===== src/rtl/alu_arbiter.sv =====
// alu_arbiter
//   Shares one datapath ALU between two requesters. Incoming requests are
//   granted round-robin. The granted operands and control are registered onto
//   the ALU ports. After ALU_LAT cycles the result and zero flag are captured
//   and returned on a single response channel, tagged with the requester id.
//   Only one operation is in flight at any time.
//
// Parameters
//   WIDTH    operand/result width
//   ALU_LAT  cycles from ALU input update to result sampling (1..15)
//
// Ports
//   clk, rst_n                 clock, async active-low reset
//   reqN_valid/ready           requester N handshake (ready is combinational)
//   reqN_a/b/ctrl              requester N operands and alucontrol code
//   rsp_valid/ready            response handshake
//   rsp_id/result/zero         owning requester, captured result and zero flag
//   alu_a/b/ctrl               registered drive to the ALU
//   alu_result/zero            ALU outputs
//   busy                       state is not IDLE
//
// Optional (`define ALU_ARB_STATS_EN)
//   stats_clr                  synchronous clear of both grant counters
//   grant_cnt0/1               16-bit wrapping count of accepted requests
//
// state | meaning
// IDLE  | waiting for a request; alu_* keep their last values
// EXEC  | operands on the ALU, down-counting ALU_LAT cycles
// RESP  | response held until rsp_ready
module alu_arbiter #(
  parameter int WIDTH   = 32,
  parameter int ALU_LAT = 1
) (
  input  logic             clk,
  input  logic             rst_n,
  input  logic             req0_valid,
  output logic             req0_ready,
  input  logic [WIDTH-1:0] req0_a,
  input  logic [WIDTH-1:0] req0_b,
  input  logic [2:0]       req0_ctrl,
  input  logic             req1_valid,
  output logic             req1_ready,
  input  logic [WIDTH-1:0] req1_a,
  input  logic [WIDTH-1:0] req1_b,
  input  logic [2:0]       req1_ctrl,
  output logic             rsp_valid,
  input  logic             rsp_ready,
  output logic             rsp_id,
  output logic [WIDTH-1:0] rsp_result,
  output logic             rsp_zero,
  output logic [WIDTH-1:0] alu_a,
  output logic [WIDTH-1:0] alu_b,
  output logic [2:0]       alu_ctrl,
  input  logic [WIDTH-1:0] alu_result,
  input  logic             alu_zero,
  output logic             busy
`ifdef ALU_ARB_STATS_EN
  ,
  input  logic             stats_clr,
  output logic [15:0]      grant_cnt0,
  output logic [15:0]      grant_cnt1
`endif
);

  typedef enum logic [1:0] {IDLE, EXEC, RESP} state_t;

  localparam logic [3:0] LAT_INIT = 4'(ALU_LAT);

  state_t     state;
  logic [3:0] cnt;
  logic       last_grant;
  logic       grant;
  logic       accept;

  // A lone requester always wins; on a tie the one not served last time wins.
  always_comb begin
    grant = 1'b0;
    if (req0_valid && req1_valid) grant = ~last_grant;
    else if (req1_valid)          grant = 1'b1;
  end

  assign req0_ready = (state == IDLE) & req0_valid & ~grant;
  assign req1_ready = (state == IDLE) & req1_valid &  grant;
  assign accept     = req0_ready | req1_ready;
  assign busy       = (state != IDLE);

  always_ff @(posedge clk or negedge rst_n) begin
    if (!rst_n) begin
      state      <= IDLE;
      cnt        <= '0;
      last_grant <= 1'b1;
      rsp_valid  <= 1'b0;
      rsp_id     <= 1'b0;
      rsp_result <= '0;
      rsp_zero   <= 1'b0;
      alu_a      <= '0;
      alu_b      <= '0;
      alu_ctrl   <= '0;
    end else begin
      case (state)
        IDLE: begin
          if (accept) begin
            alu_a      <= grant ? req1_a    : req0_a;
            alu_b      <= grant ? req1_b    : req0_b;
            alu_ctrl   <= grant ? req1_ctrl : req0_ctrl;
            rsp_id     <= grant;
            last_grant <= grant;
            cnt        <= LAT_INIT;
            state      <= EXEC;
          end
        end
        EXEC: begin
          // Terminal count at 1 so the sample edge is exactly ALU_LAT edges
          // after the accepting edge.
          if (cnt == 4'd1) begin
            rsp_result <= alu_result;
            rsp_zero   <= alu_zero;
            rsp_valid  <= 1'b1;
            state      <= RESP;
          end else begin
            cnt <= cnt - 4'd1;
          end
        end
        RESP: begin
          if (rsp_ready) begin
            rsp_valid <= 1'b0;
            state     <= IDLE;
          end
        end
        default: state <= IDLE;
      endcase
    end
  end

`ifdef ALU_ARB_STATS_EN
  // Clear has priority over a coincident accept.
  always_ff @(posedge clk or negedge rst_n) begin
    if (!rst_n) begin
      grant_cnt0 <= '0;
      grant_cnt1 <= '0;
    end else if (stats_clr) begin
      grant_cnt0 <= '0;
      grant_cnt1 <= '0;
    end else begin
      if (req0_ready) grant_cnt0 <= grant_cnt0 + 16'd1;
      if (req1_ready) grant_cnt1 <= grant_cnt1 + 16'd1;
    end
  end
`endif

endmodule


===== config.mk =====
export PLATFORM = sky130hd
export DESIGN_NAME = alu_arbiter
export DESIGN_NICKNAME = d
export VERILOG_FILES = /design/src/rtl/alu_arbiter.sv
export SDC_FILE = /design/constraint.sdc
export NUM_CORES = 1
export LEC_CHECK = 0
export CAP_MARGIN = 20
export CORE_MARGIN = 3
export CORE_UTILIZATION = 30
export DETAILED_ROUTE_END_ITERATION = 10
export PLACE_DENSITY_LB_ADDON = 0.3
export RECOVER_POWER = 100
export SLEW_MARGIN = 20
export SYNTH_ARGS = -nofsm -noshare
export SYNTH_HDL_FRONTEND = slang
export SYNTH_SLANG_ARGS = --single-unit
export TNS_END_PERCENT = 30

===== constraint.sdc =====
create_clock -name clk -period 1.8 [get_ports clk]
set_clock_uncertainty 0.05 [all_clocks]
set_input_delay 0.18 -clock clk [delete_from_list [all_inputs] [get_ports clk]]
set_output_delay 0.18 -clock clk [all_outputs]
set_load 0.005 [all_outputs]

==> parameters.txt, run 1 <==
Parameter                              Value

STA
  Max Fclk    547 MHz
  Measured slew at the worst slew-check pin    0.725 ns
  Slew Viols, Final    0
  Setup WS post-layout    -0.0288 ns
  Share of the cycle needed by the critical path after routing    1.02
  Final critical delay including setup and external delays    1.83 ns
  Worst slew margin relative to its limit    0.517
  # setup viols final    1
  Final hold violations    0
  Setup repair after global routing missed its margin    true

Global routing
  Total global-route track usage    0.175
  Wire length of the first global-routing pass    25,300 µm
  Pin count of the biggest net entering global routing    49
  Via count of the first global-routing pass    4,700
  Grt total ovfl    0
  Antenna violations before repair    0

Yosys
  Synthesized area per cell    12.1 µm²
  Cell types with the largest area share after synthesis    sky130_fd_sc_hd__dfrtp_1, sky130_fd_sc_hd__mux2i_1, sky130_fd_sc_hd__mux2_4, sky130_fd_sc_hd__o21ai_1, sky130_fd_sc_hd__o21ai_0
  Yosys warning total    0
  Proportion of synthesized chip area in sequential cells    0.546
  Top-area cell type share of the netlist area    0.541
  Cells after Synth    414
  Flop and latch count out of synthesis    109
  Synth cell types    35
  Synth area leader    sky130_fd_sc_hd__dfrtp_1
  Netlist area before placement    5000 µm²
  Nets in the synthesized netlist    588

Layout
  Leading cell type in the layout, fill and taps excluded    sky130_fd_sc_hd__clkdlybuf4s50_1
  Most frequent cells in the layout    sky130_fd_sc_hd__clkdlybuf4s50_1, sky130_fd_sc_hd__dfrtp_1, sky130_fd_sc_hd__o21ai_1
  Share of cells above drive strength 1    0.124
  Post-synthesis to final-layout area growth    69.0%
  # diodes    0
  Total number of nets in the final design    871

Power
  Post-route total power    13.1 mW
  Highest ir drop seen on vdd    0.637 mV
  P_sw    4.23 mW
  PD cells    1560 nW/µm²
  Switching part of the total power    0.322
  Comb pwr share    0.509
  Cell leakage power    3.72 nW
  Clock share of power    0.159
  Cell internal power dissipation    8.91 mW
  Sequential share of power    0.332

Setup path
  Reg-to-reg setup timing slack    -0.03 ns
  Endpoint class of the critical path    flop
  Worst R2R Path Depth    5
  CP arrival    2.02 ns
  Crit Path Category    flop to flop
  Number of buffers and inverters on the critical path    2
  Startpoint Class    flop
  Startpoint of the worst register-to-register path    state[1]$_DFFE_PN0P_
  Cell occurring most often along the worst timing path    sky130_fd_sc_hd__buf_4
  CP delay by family, top    simple AND/OR/NAND/NOR gates
  Worst EP required    2.00 ns
  Max stage delay cell, worst path    sky130_fd_sc_hd__or4b_1
  Max incr delay on CP    0.51 ns
  Worst-path fanout max    5
  End of the worst register-to-register path    cnt[3]$_DFFE_PN0P_
  Critical Path, Cell by Cell    buf_4, buf_4, or4b_1, or2_0, a31o_1

Run status
  Violated checks    setup timing
  Result of the run    complete, but fails checks

CTS
  Latest clock arrival within the worst-skew pair    0.35 ns
  Count of clock tree sinks    109
  Clock root buffer master    sky130_fd_sc_hd__clkbuf_16
  Clk pin slew, worst setup/hold paths    0.08 ns
  Worst-case clock buffer depth    2
  Clock tree from TritonCTS    done
  TritonCTS buffer count    9
  H-Tree Level Count    3

Placed design
  Routability-driven placement congestion ratio    0.766
  Input/output buffers    276
  Worst-case setup slack after placement    -0.0196 ns
  Final HPWL DP    12,000 µm

Floorplan
  Vert. Die Dim    135 µm
  Placeable core region    16,100 µm²
  Overall die width    135 µm
  Ports    277
  Starting density of the core    0.310
  FP Rows    46
  Overall die area    18,200 µm²

Drt
  Total iterations of the first detailed-routing run    4
  Via Count    4,410
  Post-detailed-route DRC marker count    0
  Number of nets still failing antenna checks after routing    0
  Final routed wire length divided by cell count    17.5 µm
  Drt via density    4.80
  Number of DRC violations after detailed-routing iteration 0    166
  Overall routed net length    16,000 µm

Run
  Max cap viols    0

Hold path
  Type of the most critical hold path    input port to asynchronous set/reset pin
how the worst max path moves through the flow:
| stage | startpoint | end | slack [ns] | cells past startpoint |
|---|---|---|---|---|
| final | state[1]$_DFFE_PN0P_ | cnt[3]$_DFFE_PN0P_ | -0.03 | 5 |
| after global routing | state[1]$_DFFE_PN0P_ | cnt[3]$_DFFE_PN0P_ | -0.08 | 5 |
| after CTS | state[0]$_DFFE_PN0P_ | busy | -0.11 | 4 |
| after detailed placement | req0_valid | alu_a[19]$_DFFE_PN0P_ | -0.02 | 5 |
| after global placement | req1_valid | req0_ready | 0.02 | 4 |
| after floorplan | cnt[1]$_DFFE_PN0P_ | rsp_result[10]$_DFFE_PN0P_ | 0.17 | 6 |
routing by layer:
layer,up-vias,track usage,share of wire
met4,0,0.0605,0.020
met1,2111,0.210,0.40
met5,-,0,0
met3,23,0.0566,0.091
met2,221,0.297,0.49
li1,2055,-,-
power by group through the flow:
stage	sequential, mW	clock (mW)	combinational (mW)
finish	4.36	2.08	6.69
global route	4.52	2.26	7.28
CTS	4.37	2.18	6.74
detailed placement	4.40	0	6.71
global placement	4.33	0	6.60
floorplan	4.40	0	2.91
cell type report:
type | instances | area (µm²)
well taps | 216 | 270
repair buffers | 304 | 3020
flip-flops and latches | 109 | 2730
multi-input cells | 268 | 2100
inverters | 5 | 18.8
fillers | 1396 | 7670
clock buffers | 10 | 229
clock inverters | 6 | 80.1
worst reg2reg max path: stages (launching register included):
cell	delay [ns]
sky130_fd_sc_hd__dfrtp_2	0.45
sky130_fd_sc_hd__buf_4	0.15
sky130_fd_sc_hd__buf_4	0.12
sky130_fd_sc_hd__or4b_1	0.51
sky130_fd_sc_hd__or2_0	0.22
sky130_fd_sc_hd__a31o_1	0.21
flip-flops by register name (all words and copies together) (netlist names), 2 cells and up:
register	count
alu_a	32
alu_b	32
alu_ctrl	3
cnt	4
rsp_result	32
state	2
stage by stage:
stage	utilization	cells	hold slack [ns]	TNS [ns]	area [µm²]
after floorplan	-	414	-0.166	0	5000
after global placement	0.503	898	-0.0114	0	8110
after detailed placement	0.503	898	-0.00697	-0.0530	8110
after CTS	0.523	915	0.145	-0.114	8430
after global routing	0.524	918	0.360	-0.0942	8450
final	0.524	918	0.348	-0.0288	8450
kinds of logic (layout without fill, tap and decap cells):
kind of cell	Yosys count	after routing	share of synthesized area
AOI/OAI and AO/OA	148	148	0.153
adders and majority gates	2	2	0.00501
buffers and inverters	37	325	0.0405
DFF	109	109	0.546
muxes	101	101	0.233
and+or+nand+nor	17	17	0.0233
synthesized netlist by cell type:
| cell type | count |
|---|---|
| sky130_fd_sc_hd__o21ai_1 | 70 |
| sky130_fd_sc_hd__o22ai_1 | 1 |
| sky130_fd_sc_hd__mux2_4 | 29 |
| sky130_fd_sc_hd__buf_4 | 6 |
| sky130_fd_sc_hd__mux2i_1 | 67 |
| sky130_fd_sc_hd__or4b_1 | 1 |
| sky130_fd_sc_hd__ha_1 | 2 |
| sky130_fd_sc_hd__nor4_1 | 1 |
| sky130_fd_sc_hd__inv_1 | 4 |
| sky130_fd_sc_hd__a21o_1 | 1 |
| sky130_fd_sc_hd__a21bo_1 | 1 |
| sky130_fd_sc_hd__dfstp_2 | 1 |
| sky130_fd_sc_hd__nand2_1 | 2 |
| sky130_fd_sc_hd__clkbuf_1 | 18 |
| sky130_fd_sc_hd__inv_2 | 1 |
| sky130_fd_sc_hd__o31ai_1 | 1 |
| sky130_fd_sc_hd__nor2_1 | 1 |
| sky130_fd_sc_hd__o221ai_1 | 1 |
| sky130_fd_sc_hd__buf_2 | 3 |
| sky130_fd_sc_hd__a31o_1 | 1 |
| sky130_fd_sc_hd__nor2_2 | 3 |
| sky130_fd_sc_hd__a31oi_1 | 1 |
| sky130_fd_sc_hd__nor3b_4 | 1 |
| sky130_fd_sc_hd__nand2b_1 | 2 |
| sky130_fd_sc_hd__nor2b_1 | 2 |
| sky130_fd_sc_hd__buf_6 | 5 |
| sky130_fd_sc_hd__dfrtp_1 | 108 |
| sky130_fd_sc_hd__a21oi_1 | 3 |
| sky130_fd_sc_hd__mux2_2 | 5 |
| sky130_fd_sc_hd__or2_0 | 1 |
| sky130_fd_sc_hd__o21ai_0 | 67 |
| sky130_fd_sc_hd__and3_1 | 1 |
| sky130_fd_sc_hd__nand2_2 | 1 |
| sky130_fd_sc_hd__a21boi_1 | 1 |
| sky130_fd_sc_hd__or4_1 | 1 |
what timing repair did:
action	in CTS	in global routing
resized for setup	5	2
endpoints found under the hold margin	108	0
setup endpoints to repair	3	25
hold buffers	1	0
pin swaps	0	1
cloned	0	0
setup buffers	0	3
(Power assumes the default switching activity.)
==> run 2: changes to the inputs <==
- REMOVE_ABC_BUFFERS: unset -> 1
==> parameters.txt, run 2 (synthesized netlist as in run 1, its figures left out) <==
Parameter                              Value

Run status
  Result of the run    completed

Placed design
  Input/output buffers    276 (unchanged)
  Final HPWL DP    11,600 µm (-3.5%)
  Routability-driven placement congestion ratio    0.759 (-0.98%)
  Cell total after placement    890 (-0.89%)

STA
  # setup viols final    0 (-1)
  Share of the cycle needed by the critical path after routing    0.958 (-0.0579)
  Final hold violations    0 (unchanged)
  Setup repair after global routing missed its margin    false
  Final critical delay including setup and external delays    1.72 ns (-0.104 ns)
  Max Fclk    580 MHz (+6.0%)
  Total Neg Setup Slack    0 ns (+0.0288 ns)
  Measured slew at the worst slew-check pin    0.671 ns (-0.0536 ns)
  Tightest hold margin    0.197 ns (-0.151 ns)
  Worst slew margin relative to its limit    0.553 (+0.0358)
  Slew Viols, Final    0 (unchanged)

Power
  Post-route total power    11.9 mW (-9.7%)
  PD cells    1430 nW/µm² (-8.2%)
  Highest ir drop seen on vdd    0.643 mV (+0.88%)
  Cell leakage power    3.64 nW (-2.3%)

Floorplan
  FP Rows    46 (unchanged)
  Starting density of the core    0.310 (unchanged)
  Placeable core region    16,100 µm² (unchanged)
  Ports    277 (unchanged)
  Vert. Die Dim    135 µm (unchanged)
  Overall die area    18,200 µm² (unchanged)
  Overall die width    135 µm (unchanged)

CTS
  Clock tree from TritonCTS    done
  TritonCTS buffer count    9 (unchanged)
  Clock root buffer master    sky130_fd_sc_hd__clkbuf_16
  H-Tree Level Count    3 (unchanged)
  Count of clock tree sinks    109 (unchanged)
  Worst-case clock buffer depth    2 (unchanged)
  Latest clock arrival within the worst-skew pair    0.35 ns (about the same)
  Clk pin slew, worst setup/hold paths    0.08 ns (about the same)

Layout
  Top Registers    alu_a x32, alu_b x32, rsp_result x32
  Share of cells above drive strength 1    0.0735 (-0.0504)
  Layout fillers    1,446 (+3.6%)
  Finished Layout Cells    910 (-0.87%)
  Leading cell type in the layout, fill and taps excluded    sky130_fd_sc_hd__clkdlybuf4s50_1
  Most frequent cells in the layout    sky130_fd_sc_hd__clkdlybuf4s50_1, sky130_fd_sc_hd__o21ai_0, sky130_fd_sc_hd__dfrtp_1
  # diodes    0 (unchanged)
  Total number of nets in the final design    863 (-0.92%)
  Post-synthesis to final-layout area growth    66.1%

Global routing
  Via count of the first global-routing pass    4,596 (-2.2%)
  Grt total ovfl    0 (unchanged)
  Pin count of the biggest net entering global routing    65 (+33%)
  Total global-route track usage    0.170 (-0.00531)
  Wire length of the first global-routing pass    24,600 µm (-2.8%)
  Antenna violations before repair    0 (unchanged)

Drt
  Via Count    4,340 (-1.6%)
  Total iterations of the first detailed-routing run    4 (unchanged)
  Drt via density    4.77 (-0.72%)
  Overall routed net length    15,300 µm (-4.7%)
  Number of DRC violations after detailed-routing iteration 0    188 (+13%)
  Number of nets still failing antenna checks after routing    0 (unchanged)
  Post-detailed-route DRC marker count    0 (unchanged)
  Final routed wire length divided by cell count    16.8 µm (-3.8%)

Setup path
  Beginning of the critical path    state[1]$_DFFE_PN0P_
  Worst EP required    1.99 ns (about the same)
  Reg-to-reg setup timing slack    0.08 ns (+0.10 ns)
  Crit Path Category    flop to flop
  CP arrival    1.91 ns (-0.11 ns)
  Critical path capture point    cnt[3]$_DFFE_PN0P_
  Startpoint Class    flop
  Endpoint class of the critical path    flop
  Max incr delay on CP    0.54 ns (+0.03 ns)
  Worst R2R Path Depth    4 (-1)
  End of the worst register-to-register path    cnt[3]$_DFFE_PN0P_
  Max stage delay cell, worst path    sky130_fd_sc_hd__or4b_1
  Worst-path fanout max    5 (unchanged)
  Startpoint of the worst register-to-register path    state[1]$_DFFE_PN0P_
  Critical Path, Cell by Cell    clkbuf_2, or4b_1, or2_0, a31o_1

Run
  Max cap viols    0 (unchanged)

Hold path
  Type of the most critical hold path    input port to asynchronous set/reset pin
-- run 2: final cells by class --
type                       instances  area [µm²]  area share
clock buffer                      10         229      0.0276
clock inverter                     6        68.8     0.00829
inverter                           5        18.8     0.00226
multi-input combinational        268        1990       0.240
sequential                       109        2730       0.329
tap                              216         270      0.0326
timing repair buffer             296        2990       0.360
-- run 2: critical path, delay by kind of cell, from the launching register on --
| kind | cells | cell delay, ns |
|---|---|---|
| buffers and inverters | 1 | 0.15 |
| AOI/OAI and AO/OA | 1 | 0.21 |
| and+or+nand+nor | 2 | 0.77 |
| DFF | 1 | 0.43 |
-- run 2: worst min-delay path by stage --
stage,startpoint,endpoint,slack (ns)
global route,rst_n,alu_a[18]$_DFFE_PN0P_,0.23
floorplan,rst_n,alu_a[0]$_DFFE_PN0P_,-0.17
finish,rst_n,alu_a[18]$_DFFE_PN0P_,0.20
global placement,rst_n,alu_a[29]$_DFFE_PN0P_,0.03
detailed placement,rst_n,alu_a[18]$_DFFE_PN0P_,0.03
CTS,rst_n,alu_a[18]$_DFFE_PN0P_,0.19
-- run 2: power by group --
| part | internal, mW | switching (mW) | total, mW |
|---|---|---|---|
| Sequential | 3.68 | 0.599 | 4.28 |
| Combinational | 3.17 | 2.40 | 5.57 |
| Clock | 1.09 | 0.920 | 2.01 |
| Total | 7.94 | 3.92 | 11.9 |
-- run 2: per-layer routing --
layer	track usage	wire, µm
met5	0	0
met4	0.0549	247
met3	0.0570	1460
met2	0.282	7440
met1	0.209	6130
-- run 2: repair_timing --
item	CTS	global route
setup endpoints to repair	3	0
setup buffers	3	0
gates resized for setup	6	0
hold buffers	1	0
hold endpoints to repair	18	0
-- run 2: stage by stage --
stage	area, µm²	utilization	setup WS (ns)
floorplan	4810	-	-1.35
global placement	8080	0.501	0.0339
detailed placement	8080	0.501	0.0388
CTS	8410	0.522	0.0881
global route	8300	0.515	0.0124
finish	8300	0.515	0.0754
